[src/rtl/simd_warp_sequencer.sv]
// Single-warp SIMD sequencer: fetches, issues and load-stalls one kernel, then drains lanes.
// Define SIMD_PERF_CNT_EN to build the saturating performance counters; otherwise they read 0.
module simd_warp_sequencer #(
    parameter int unsigned THREAD_COUNT = 8,
    parameter int unsigned WARP_ID_W    = 4
) (
    input  logic                    clk,
    input  logic                    rst,
    input  logic                    kernel_valid,
    output logic                    kernel_ready,
    input  logic [31:0]             kernel_start_pc,
    input  logic [WARP_ID_W-1:0]    kernel_warp_id,
    input  logic [THREAD_COUNT-1:0] kernel_mask,
    output logic                    imem_req,
    output logic [31:0]             imem_addr,
    input  logic                    imem_valid,
    input  logic [31:0]             imem_rdata,
    output logic                    dmem_req,
    output logic [31:0]             dmem_addr,
    input  logic                    dmem_valid,
    output logic                    issue_valid,
    output logic [31:0]             issue_instr,
    output logic [THREAD_COUNT-1:0] issue_mask,
    input  logic [THREAD_COUNT-1:0] thread_done,
    output logic                    busy,
    output logic                    done_pulse,
    output logic [WARP_ID_W-1:0]    done_warp_id,
    output logic [31:0]             perf_cycles,
    output logic [31:0]             perf_instrs,
    output logic [31:0]             perf_stalls
);

    typedef enum logic [2:0] {
        StIdle,
        StFetch,
        StWaitI,
        StIssue,
        StLoad,
        StDrain,
        StDone
    } state_e;

    state_e                  state_q, state_d;
    logic [31:0]             pc_q, pc_d;
    logic [31:0]             instr_q, instr_d;
    logic [THREAD_COUNT-1:0] mask_q, mask_d;
    logic [WARP_ID_W-1:0]    warp_id_q, warp_id_d;
    logic                    accept;

    assign accept = kernel_valid && (state_q == StIdle);

    always_comb begin
        state_d   = state_q;
        pc_d      = pc_q;
        instr_d   = instr_q;
        mask_d    = mask_q;
        warp_id_d = warp_id_q;
        case (state_q)
            StIdle: begin
                if (kernel_valid) begin
                    pc_d      = kernel_start_pc;
                    mask_d    = kernel_mask;
                    warp_id_d = kernel_warp_id;
                    state_d   = (kernel_mask == '0) ? StDone : StFetch;
                end
            end
            StFetch: state_d = StWaitI;
            StWaitI: begin
                if (imem_valid) begin
                    instr_d = imem_rdata;
                    state_d = StIssue;
                end
            end
            StIssue: begin
                case (instr_q[31:29])
                    3'b111:  state_d = StDrain;
                    3'b110:  state_d = StLoad;
                    default: begin
                        pc_d    = pc_q + 32'd4;
                        state_d = StFetch;
                    end
                endcase
            end
            StLoad: begin
                if (dmem_valid) begin
                    pc_d    = pc_q + 32'd4;
                    state_d = StFetch;
                end
            end
            StDrain: begin
                // Masked-off lanes never block completion.
                if ((thread_done & mask_q) == mask_q) state_d = StDone;
            end
            StDone:  state_d = StIdle;
            default: state_d = StIdle;
        endcase
    end

    always_ff @(posedge clk or posedge rst) begin
        if (rst) begin
            state_q   <= StIdle;
            pc_q      <= '0;
            instr_q   <= '0;
            mask_q    <= '0;
            warp_id_q <= '0;
        end else begin
            state_q   <= state_d;
            pc_q      <= pc_d;
            instr_q   <= instr_d;
            mask_q    <= mask_d;
            warp_id_q <= warp_id_d;
        end
    end

    always_comb begin
        kernel_ready = (state_q == StIdle);
        busy         = (state_q != StIdle);
        imem_req     = (state_q == StFetch) || (state_q == StWaitI);
        imem_addr    = imem_req ? pc_q : '0;
        dmem_req     = (state_q == StLoad);
        dmem_addr    = dmem_req ? {23'b0, instr_q[8:0]} : '0;
        issue_valid  = (state_q == StIssue) && (instr_q[31:29] != 3'b111);
        issue_instr  = instr_q;
        issue_mask   = mask_q;
        done_pulse   = (state_q == StDone);
        done_warp_id = done_pulse ? warp_id_q : '1;
    end

`ifdef SIMD_PERF_CNT_EN
    logic [31:0] perf_cycles_q, perf_cycles_d;
    logic [31:0] perf_instrs_q, perf_instrs_d;
    logic [31:0] perf_stalls_q, perf_stalls_d;
    logic        stall;

    assign stall = (state_q == StWaitI) || (state_q == StLoad);

    always_comb begin
        perf_cycles_d = perf_cycles_q;
        perf_instrs_d = perf_instrs_q;
        perf_stalls_d = perf_stalls_q;
        if (accept) begin
            perf_cycles_d = '0;
            perf_instrs_d = '0;
            perf_stalls_d = '0;
        end else begin
            if (busy && (perf_cycles_q != '1))        perf_cycles_d = perf_cycles_q + 32'd1;
            if (issue_valid && (perf_instrs_q != '1)) perf_instrs_d = perf_instrs_q + 32'd1;
            if (stall && (perf_stalls_q != '1))       perf_stalls_d = perf_stalls_q + 32'd1;
        end
    end

    always_ff @(posedge clk or posedge rst) begin
        if (rst) begin
            perf_cycles_q <= '0;
            perf_instrs_q <= '0;
            perf_stalls_q <= '0;
        end else begin
            perf_cycles_q <= perf_cycles_d;
            perf_instrs_q <= perf_instrs_d;
            perf_stalls_q <= perf_stalls_d;
        end
    end

    assign perf_cycles = perf_cycles_q;
    assign perf_instrs = perf_instrs_q;
    assign perf_stalls = perf_stalls_q;
`else
    assign perf_cycles = '0;
    assign perf_instrs = '0;
    assign perf_stalls = '0;
`endif

endmodule
[config.mk]
export PLATFORM = sky130hd
export DESIGN_NAME = simd_warp_sequencer
export DESIGN_NICKNAME = d
export VERILOG_FILES = /design/src/rtl/simd_warp_sequencer.sv
export SDC_FILE = /design/constraint.sdc
export NUM_CORES = 1
export LEC_CHECK = 0
export ABC_CLOCK_PERIOD_IN_PS = 1990
export BUFFER_PORTS_ARGS = -buffer_cell sky130_fd_sc_hd__buf_2
export CAP_MARGIN = 15
export CORE_MARGIN = 3
export CORE_UTILIZATION = 41
export DETAILED_ROUTE_END_ITERATION = 10
export PLACE_DENSITY = 0.78
export SLEW_MARGIN = 20
export SYNTH_ARGS = -nofsm -noshare
export SYNTH_HDL_FRONTEND = slang
export SYNTH_SLANG_ARGS = --single-unit
[constraint.sdc]
create_clock -name clk -period 1.99 [get_ports clk]
set_input_delay 0.0995 -clock clk [delete_from_list [all_inputs] [get_ports clk]]
set_output_delay 0.0995 -clock clk [all_outputs]
set_load 0.03 [all_outputs]
==> impl_metrics.env <==
export IMPL_clk_path_buf_depth=2
export IMPL_ff2ff_setup_slack_ns=0.09
export IMPL_clock_skew_ns=0.00651
export IMPL_grt_pass1_vias=4547
export IMPL_fin_cells=1001
export IMPL_wl_per_cell_um=15.5
export IMPL_coreArea_sq_um=12300
export IMPL_grt_pass1_wl_mm=23.5
export IMPL_finalSetupTns_ns=0
export IMPL_final_max_slew_viol_count=0
export IMPL_top_level_ports=299
export IMPL_wirelength_mm=15.6
export IMPL_viasPerCell=4.87
export IMPL_r2r_start="state_q[2]$_DFFE_PP0P_"
export IMPL_fp_row_count=40
export IMPL_start_util_pct=42.9
export IMPL_hold_viol=0
export IMPL_cts_max_level=3
export IMPL_cp_end_kind="output port"
export IMPL_clock_latency_ns=0.34
export IMPL_die_y_um=119
export IMPL_clock_sinks=79
export IMPL_antenna_found_initial=0
export IMPL_hold_end="issue_instr[17]$_DFFE_PP0P_"
export IMPL_die_w_um=119
export IMPL_drive_gt1_share_pct=34.7
export IMPL_vias=4876
export IMPL_ys_seq_area_share_pct=37.6
export IMPL_synth_top_area_share_pct=37.6
export IMPL_r2r_end="pc_q[8]$_DFFE_PP0P_"
export IMPL_seq_area_sq_um=1980
export IMPL_path_clk_slew_ns=0.06
export IMPL_cp_required_ns=1.89
export IMPL_io_buffers=179
export IMPL_min_from="imem_rdata[17]"
export IMPL_fin_ws_ns=0.0247
export IMPL_grt_usage_pct=20.7
export IMPL_power_density_nw_per_um2=1890
export IMPL_dp_hpwl_mm=11.2
export IMPL_ys_types=64
export IMPL_drtIter0Drc=432
export IMPL_cts_buffers=9
export IMPL_dp_cells=928
export IMPL_overflow=0
export IMPL_outcome="completed"
export IMPL_first_pass_iters=5
export IMPL_area_delta_synth_final_pct=33.1
export IMPL_cp_max_fo=15
export IMPL_antenna_left=0
export IMPL_reg2reg_depth=6
export IMPL_avgSynthCellArea_sq_um=9.08
export IMPL_dieArea_sq_um=14200
export IMPL_fillers=1068
export IMPL_rsz0062_at_grt="yes"
export IMPL_yosysTopAreaCell="dfrtp_1"
export IMPL_fin_crit_sh_pct=98.8
export IMPL_hold_depth=2
export IMPL_synth_area_leaders="dfrtp_1 38%, buf_4 18%, mux2_2 6.6%"
export IMPL_path_class="flip-flop to output port"
export IMPL_post_route_min_period_ns=1.97
export IMPL_max_freq_mhz=509
export IMPL_ys_warn_count=0
export IMPL_holdWs_ns=0.00559
export IMPL_place_gp_congestion=0.917
export IMPL_syn_cell_area_sq_um=5260
export IMPL_route_detailed_drc=0
export IMPL_async_flop_share_pct=100
export IMPL_leakagePower_nw=3.46
export IMPL_num_antenna_cells=0
export IMPL_cp_arrival_ns=1.87
export IMPL_grt_max_degree=49
export IMPL_post_place_ws_ns=0.110
export IMPL_max_vdd_ir_drop_uv=1010
export IMPL_finish_utilization_pct=57.0
export IMPL_synth_ff_type="dfrtp_1"
export IMPL_critPathLaunchType="flip-flop"
export IMPL_syn_inst=579
export IMPL_nets=918
export IMPL_multi_input_area_sq_um=2670
export IMPL_synth_seq_cells=79
export IMPL_cap_violations=0
export IMPL_cts_root_buf="clkbuf_16"
export IMPL_final_setup_viol_count=0
export IMPL_synth_edf_count=0
export IMPL_cts_tree="built"
export IMPL_worstHoldPathType="input pin to flip-flop"
-- layout make-up --
| cell class | instances | area share [%] |
|---|---|---|
| clock inverters | 5 | 0.913 |
| multi-input cells | 452 | 38.2 |
| inverters | 20 | 1.13 |
| well taps | 168 | 3.01 |
| clock buffers | 11 | 3.61 |
| flip-flops and latches | 79 | 28.3 |
| repair buffers | 266 | 24.8 |
-- synthesized netlist by cell type, drive strengths merged (3+ instances only) --
library cell,instances
or2,5
and2,40
nor2,27
nor4,6
nor3,10
mux2,32
o311ai,4
nand2,51
a22oi,4
o32ai,3
o22ai,13
and3,9
o22a,7
buf,138
inv,20
nand4,8
clkbuf,8
and4,3
a2bb2oi,4
a21oi,26
a31oi,5
nand3,15
o21ai,23
or3,5
o21a,3
dfrtp,79
-- layout by cell type, fill, tap and decap left out, drive strengths merged, types with 6 or more instances in the layout --
master,synthesis,final
o22a,7,7
mux2,32,32
nor3,10,10
dlygate4sd3,0,49
nor4,6,6
buf,138,214
clkbuf,8,14
o21ai,23,23
o22ai,13,13
conb,1,119
and3,9,9
nand2,51,51
and2,40,40
inv,20,20
nand4,8,8
nand3,15,15
dfrtp,79,79
nor2,27,27
a21oi,26,26
-- sequential cells by signal, summed over array words and instances, names as in the netlist --
name	count
pc_q	32
warp_id_q	4
issue_mask	8
state_q	3
issue_instr	32
-- critical path, cell delays in order (launching register included) --
cell      delay, ns
dfrtp_1        0.38
buf_4          0.20
xnor2_4        0.19
nor2_4         0.17
buf_6          0.19
and2_1         0.19
clkbuf_4       0.20
-- through the flow --
step	power [W]	cell area, sq um
2_1_floorplan	0.00886	5700
3_3_place_gp	0.0108	6040
3_5_place_dp	0.0110	6040
4_1_cts	0.0129	6860
5_1_grt	0.0140	6990
6_report	0.0132	6990
-- report_power, final --
part | leakage, nW | internal, W | switching (W) | total [W]
registers | 0.919 | 0.00243 | 0.000714 | 0.00315
clock network | 0.152 | 0.00105 | 0.000682 | 0.00173
logic | 2.39 | 0.00291 | 0.00542 | 0.00833
-- cell families after synthesis --
group,after synthesis,synth area share [%]
mux,33,7.05
compound gates,110,13.9
flops,79,37.6
xor+xnor,1,0.167
simple gates,188,19.7
fa+ha+maj,1,0.238
other cells,1,0.0714
buf+inv,166,21.2
-- worst max path at each step --
stage | from | to | slack, ns
2_1_floorplan | state_q[0]$_DFFE_PP0P_ | pc_q[25]$_DFFE_PP0P_ | 0.06
3_3_place_gp | state_q[2]$_DFFE_PP0P_ | state_q[1]$_DFFE_PP0P_ | 0.16
3_5_place_dp | pc_q[2]$_DFFE_PP0P_ | pc_q[24]$_DFFE_PP0P_ | 0.11
4_1_cts | state_q[1]$_DFFE_PP0P_ | imem_addr[27] | 0.001
5_1_grt | state_q[0]$_DFFE_PP0P_ | pc_q[15]$_DFFE_PP0P_ | -0.02
6_report | state_q[1]$_DFFE_PP0P_ | imem_addr[27] | 0.02
-- layer usage --
layer | routed length, um | track usage, %
met1 | 6210 | 25.4
met2 | 7650 | 34.6
met3 | 1110 | 3.94
met4 | 593 | 10.9
met5 | 0 | 0
-- timing repair --
action,in CTS,in global routing
resized for setup,2,15
setup buffers,0,6
pin swaps,0,4
setup endpoints to repair,28,51
cloned,0,2
endpoints found under the hold margin,63,0
hold buffers,49,0
(Power assumes the default switching activity.)
